<file path="config.mk">
export PLATFORM = sky130hd
export DESIGN_NAME = push_race_counter
export DESIGN_NICKNAME = d
export VERILOG_FILES = /design/src/rtl/push_pkg.sv /design/src/rtl/push_argmax.sv /design/src/rtl/push_race_counter.sv
export SDC_FILE = /design/constraint.sdc
export NUM_CORES = 1
export LEC_CHECK = 0
export CORE_MARGIN = 5
export CORE_UTILIZATION = 51
export CTS_CLUSTER_DIAMETER = 30
export DETAILED_ROUTE_END_ITERATION = 12
export HOLD_SLACK_MARGIN = 0.15
export MAX_ROUTING_LAYER = met4
export PLACE_DENSITY = 0.79
export REMOVE_ABC_BUFFERS = 1
export SLEW_MARGIN = 20
export SYNTH_ARGS = -nofsm -noshare
export SYNTH_HDL_FRONTEND = slang
export SYNTH_HIERARCHICAL = 1
export SYNTH_SLANG_ARGS = --single-unit
export TNS_END_PERCENT = 1
</file>
<file path="constraint.sdc">
create_clock -name clk -period 2.65 [get_ports clk]
set_input_delay 0.795 -clock clk [delete_from_list [all_inputs] [get_ports clk]]
set_output_delay 0.795 -clock clk [all_outputs]
set_load 0.02 [all_outputs]
</file>
<file path="src/rtl/push_pkg.sv">
// push_pkg: shared round state encoding and index-width helper for the press race counter
package push_pkg;
  typedef enum logic [1:0] {IDLE, COUNT, DONE} state_t;
  function automatic int clog2_min1(input int n);
    return n <= 2 ? 1 : $clog2(n);
  endfunction
endpackage

</file>
<file path="src/rtl/push_argmax.sv">
// push_argmax: index of the largest count (lowest index wins ties) plus a shared-maximum flag
module push_argmax
  import push_pkg::*;
#(
  parameter int NUM_PLAYERS = 2,
  parameter int CNT_W = 8,
  parameter int IDX_W = clog2_min1(NUM_PLAYERS)
) (
  input  logic [NUM_PLAYERS*CNT_W-1:0] cnt_flat,
  output logic [IDX_W-1:0]             max_idx,
  output logic                         dup_max
);
  logic [CNT_W-1:0] best;
  // strict > keeps the earliest index on equality; a new strict max clears the dup flag
  always_comb begin
    max_idx = '0;
    best = cnt_flat[CNT_W-1:0];
    dup_max = 1'b0;
    for (int i = 1; i < NUM_PLAYERS; i++) begin
      if (cnt_flat[i*CNT_W +: CNT_W] > best) begin
        best = cnt_flat[i*CNT_W +: CNT_W];
        max_idx = IDX_W'(i);
        dup_max = 1'b0;
      end else if (cnt_flat[i*CNT_W +: CNT_W] == best) begin
        dup_max = 1'b1;
      end
    end
  end
endmodule

</file>
<file path="src/rtl/push_race_counter.sv">
// push_race_counter: N-player speed-round press counter with leader/tie; define PUSH_TARGET_EN for target finish
module push_race_counter
  import push_pkg::*;
#(
  parameter int NUM_PLAYERS = 2,
  parameter int CNT_W = 8,
  parameter int TARGET = 10,
  localparam int IDX_W = clog2_min1(NUM_PLAYERS)
) (
  input  logic                         clk,
  input  logic                         rst,
  input  logic [NUM_PLAYERS-1:0]       pb,
  input  logic                         speedRound,
  input  logic                         speedExit,
  output logic [NUM_PLAYERS*CNT_W-1:0] cnt_flat,
  output logic [IDX_W-1:0]             speed_leader,
  output logic                         speed_lead,
  output logic                         speed_tie,
  output logic                         speed_done
);
`ifdef PUSH_TARGET_EN
  localparam bit TGT_EN = 1'b1;
`else
  localparam bit TGT_EN = 1'b0;
`endif
  state_t state, state_next;
  logic [NUM_PLAYERS-1:0] pb_q, press;
  logic [CNT_W-1:0] cnt [NUM_PLAYERS];
  logic [IDX_W-1:0] max_idx;
  logic dup_max, any_ge, hit, clr, inc_en;
  assign press = pb & ~pb_q;
  assign hit = TGT_EN && any_ge;
  always_comb begin
    any_ge = 1'b0;
    for (int i = 0; i < NUM_PLAYERS; i++) any_ge = any_ge | (cnt[i] >= CNT_W'(TARGET));
  end
  for (genvar g = 0; g < NUM_PLAYERS; g++) begin : g_flat
    assign cnt_flat[g*CNT_W +: CNT_W] = cnt[g];
  end
  always_ff @(posedge clk) begin
    if (!rst) state <= IDLE;
    else state <= state_next;
  end
  // speedExit outranks speedRound everywhere; reaching the target finishes the round
  always_comb begin
    state_next = state;
    case (state)
      IDLE:    state_next = (!speedExit && speedRound) ? COUNT : IDLE;
      COUNT:   state_next = (speedExit || !speedRound || hit) ? DONE : COUNT;
      DONE:    state_next = (!speedExit && !speedRound) ? IDLE : DONE;
      default: state_next = IDLE;
    endcase
  end
  always_comb begin
    clr = state == IDLE && state_next == COUNT;
    inc_en = state == COUNT && !hit;
    speed_done = state == DONE;
  end
  // pb_q resets high so a button held through reset needs a fresh press
  always_ff @(posedge clk) begin
    if (!rst) pb_q <= '1;
    else pb_q <= pb;
  end
  always_ff @(posedge clk) begin
    for (int i = 0; i < NUM_PLAYERS; i++) begin
      if (!rst || clr) cnt[i] <= '0;
      else if (inc_en && press[i] && cnt[i] != '1) cnt[i] <= cnt[i] + 1'b1;
    end
  end
  push_argmax #(.NUM_PLAYERS(NUM_PLAYERS), .CNT_W(CNT_W), .IDX_W(IDX_W)) u_argmax (
    .cnt_flat (cnt_flat),
    .max_idx  (max_idx),
    .dup_max  (dup_max)
  );
  always_ff @(posedge clk) begin
    if (!rst || state == IDLE) begin
      speed_leader <= '0;
      speed_lead <= 1'b0;
      speed_tie <= 1'b0;
    end else begin
      speed_leader <= max_idx;
      speed_lead <= !dup_max;
      speed_tie <= dup_max;
    end
  end
endmodule

</file>
==> summary.md <==
| Metric | Value |
|---|---|
| Total Routing Usage GR | 17.6% |
| FMAX | 426 MHz |
| Row cnt | 18 |
| P&R area growth vs syn | 24.6% |
| CTS resizes | 0 |
| Fin. max-slew vios | 0 |
| Hold path start | state[1]$_SDFF_PN0_ |
| CTS tree | yes |
| WL final | 2.85 mm |
| Crit path capture type | output port |
| CP max stage delay | 630 ps |
| DP Wirelength | 2.22 mm |
| Cts hold-fix bufs | 0 |
| H-Tree Depth | 1 |
| Num CTS Buffers | 3 |
| Netlist cell types | 37 |
| Routed len/inst | 14.8 µm |
| Worst setup SP type | register |
| Worst setup margin | 303 ps |
| Chip width | 61.2 µm |
| Die height | 61.2 µm |
| Status | finished clean |
| Ant diodes | 0 |
| Cells after Synth | 132 |
| Stages on the worst setup path | 2 |
| GRT Residual Overflow | 0 |
| DR pass1 iterations | 4 |
| First-pass GRT wire length | 4.70 mm |
| Initial antenna violation count | 0 |
| Routed vias | 1099 |
| Hold path endpoint | state[0]$_SDFF_PN0_ |
| Skew-Pair Late Insertion Delay | 310 ps |
| Starting DRT DRC Count | 44 |
| Flops & latches, synth | 23 |
| Clock sink count | 23 |
| Area of the mapped netlist | 1340 µm² |
| Setup violators final | 0 |
| Worst EP required | 1860 ps |
| Cell-by-cell trace of the critical path | nor2b_1 -> clkdlybuf4s50_1 |
| Final nets | 179 |
| IO Port Bufs | 25 |
| Clock power frac | 22.4% |
| Deepest clock path buffer count | 2 |
| Final RePlAce weighted congestion | 0.761 |
| Relative slew slack | 50.9% |
| Crit-path leading delay family | buffers and inverters |
| Crit Path Max Fanout | 5 |
| Psw | 201 µW |
| # IOs | 26 |
| Clock transition at the registers of the reported paths | 130 ps |
| Switching share of power | 27.7% |
| Seq pwr share | 58.8% |
| Clk_skew | 7.50 ps |
| Post-DRT Antenna Nets | 0 |
| R2R Setup Slk | 650 ps |
| Setup tns final | 0 ps |
| Die area | 3740 µm² |
| Vias in the first global route | 1040 |
| Min-Delay Path Class | register to register |
| Leakage power | 0.000606 µW |
| Bufs and invs on worst path | 1 |
| Fin. Hold Viols | 0 |
| Max-Cap Viols | 0 |
| RR Startpoint | cnt[0][1]$_SDFFCE_PN0P_ |
| Layout cells sized above 1 | 8.64% |
| Layout Cells excl Fill | 192 |
| YS warnings | 6 |
| Reg2reg path depth | 4 |
| Reg-to-reg endpoint | cnt[0][4]$_SDFFCE_PN0P_ |
| Min Tclk post-route | 2350 ps |
| Via/cell ratio | 5.72 |
| Worst Path Arrival | 1550 ps |
| Starting Density | 53.4% |
| Root buffer cell | clkbuf_4 |
| Peak supply drop | 0.394 mV |
| Fin crit share | 88.6% |
| Worst-margin pin slew | 732 ps |
| Pre-CTS WS | -151 ps |
| WHS Path Cells | 1 |
| Pint | 526 µW |
| Logic pwr share | 18.8% |
| Unrepaired setup endpoints after global routing | false |
| Post-synthesis sequential area ratio | 46.5% |
| Crit path kind | register to output port |
| Placed Cells incl. Taps | 188 |
| Filler cell count | 195 |
| Largest net degree at the start of global routing | 14 |
| Crit-path slowest cell | clkdlybuf4s50_1 |
| Syn_area_per_cell | 10.1 µm² |
| Worst hold margin | 526 ps |
| Core footprint | 2500 µm² |
| Setup Buffers After CTS | 0 |
| Drc violations | 0 |
| Cell Pwr Density | 437 nW/µm² |
-- metrics by stage --
| stage | total power (µW) | utilization (%) | area, µm² |
|---|---|---|---|
| 6_report | 728 | 66.6 | 1660 |
| 5_1_grt | 764 | 66.6 | 1660 |
| 4_1_cts | 732 | 66.6 | 1660 |
| 3_5_place_dp | 573 | 65.5 | 1640 |
| 3_3_place_gp | 566 | 65.5 | 1640 |
| 2_1_floorplan | 512 | - | 1330 |
-- cells in the mapped netlist, drive strengths merged --
cell,instances,area [µm²]
o21bai,1,7.51
inv,11,41.3
and2b,1,8.76
nor3,2,10.0
nor3b,3,22.5
a21oi,9,48.8
clkbuf,2,8.75
xnor2,4,35.0
nor2b,5,38.8
o221a,1,11.3
nand3,8,40.0
nor2,9,33.8
ha,10,125
nand2b,3,18.8
and4,1,8.76
and3,1,6.26
xor2,2,17.5
or3,3,18.8
o31a,1,8.76
o211ai,2,20.0
a311oi,2,17.5
nand4,6,43.8
and2,2,12.5
a31oi,2,12.5
a211oi,1,12.5
o22a,1,8.76
o21ai,6,30.0
o21a,1,7.51
dfxtp,7,140
o2111ai,1,8.76
nand2,8,30.0
edfxtp,16,480
-- power by group through the flow --
| stage | Combinational, µW | Clock [µW] | Sequential, µW |
|---|---|---|---|
| global placement | 132 | 0 | 434 |
| finish | 137 | 163 | 428 |
| global route | 150 | 183 | 431 |
| CTS | 138 | 167 | 427 |
| detailed placement | 137 | 0 | 436 |
| floorplan | 62.4 | 0 | 449 |
-- cells in the final DEF (no fill, tap or decap), types with 2 or more instances in the layout --
cell type	count
clkdlybuf4s50_1	25
edfxtp_1	16
inv_1	11
ha_1	10
nor2_1	9
nand3_1	8
nand2_1	8
a21oi_1	8
dfxtp_1	7
nand4_1	5
o21ai_0	5
nor2b_1	4
xnor2_1	4
nand2b_1	3
nor3b_1	3
or3_1	3
clkbuf_4	3
buf_4	3
xor2_1	2
and2_1	2
a31oi_1	2
a311oi_1	2
nor3_1	2
-- sequential cells by signal (all words and copies together) (netlist names) --
register / count
speed_leader: 1
state: 2
speed_tie: 1
pb_q: 2
speed_lead: 1
cnt: 16
-- area by class of cell --
type / instances / area (µm²) / share of cell area [%]
inverters: 11 / 41.3 / 2.48
multi-input cells: 96 / 664 / 39.9
well taps: 30 / 37.5 / 2.26
clock buffers: 3 / 22.5 / 1.35
repair buffers: 28 / 273 / 16.4
clock inverters: 1 / 5.00 / 0.301
flip-flops and latches: 23 / 621 / 37.3
-- metal layers --
metal / GRT usage [%] / wire (µm) / vias to the layer above
met5: - / 0 / -
met1: 22.0 / 1250 / 513
met3: 1.89 / 159 / 2
met4: 5.57 / 19 / 0
li1: - / - / 550
met2: 29.9 / 1420 / 34
-- how the worst max path moves through the flow --
stage | startpoint | endpoint | slack (ps)
6_report | state[1]$_SDFF_PN0_ | speed_done | 300
5_1_grt | state[1]$_SDFF_PN0_ | speed_done | 190
4_1_cts | pb[0] | cnt[0][4]$_SDFFCE_PN0P_ | 200
3_5_place_dp | pb[0] | cnt[0][4]$_SDFFCE_PN0P_ | -150
3_3_place_gp | pb[0] | cnt[0][6]$_SDFFCE_PN0P_ | 4
2_1_floorplan | cnt[0][0]$_SDFFCE_PN0P_ | cnt[0][0]$_SDFFCE_PN0P_ | 540
-- logic make-up after synthesis --
logic type,after synthesis,synth area share [%]
adders and majority gates,10,9.37
AOI/OAI and AO/OA,28,14.5
xor gates and xnor gates,6,3.94
buffers and inverters,13,3.75
DFF,23,46.5
and+or+nand+nor,52,21.9
No activity file was read; power rests on OpenSTA's default activity.
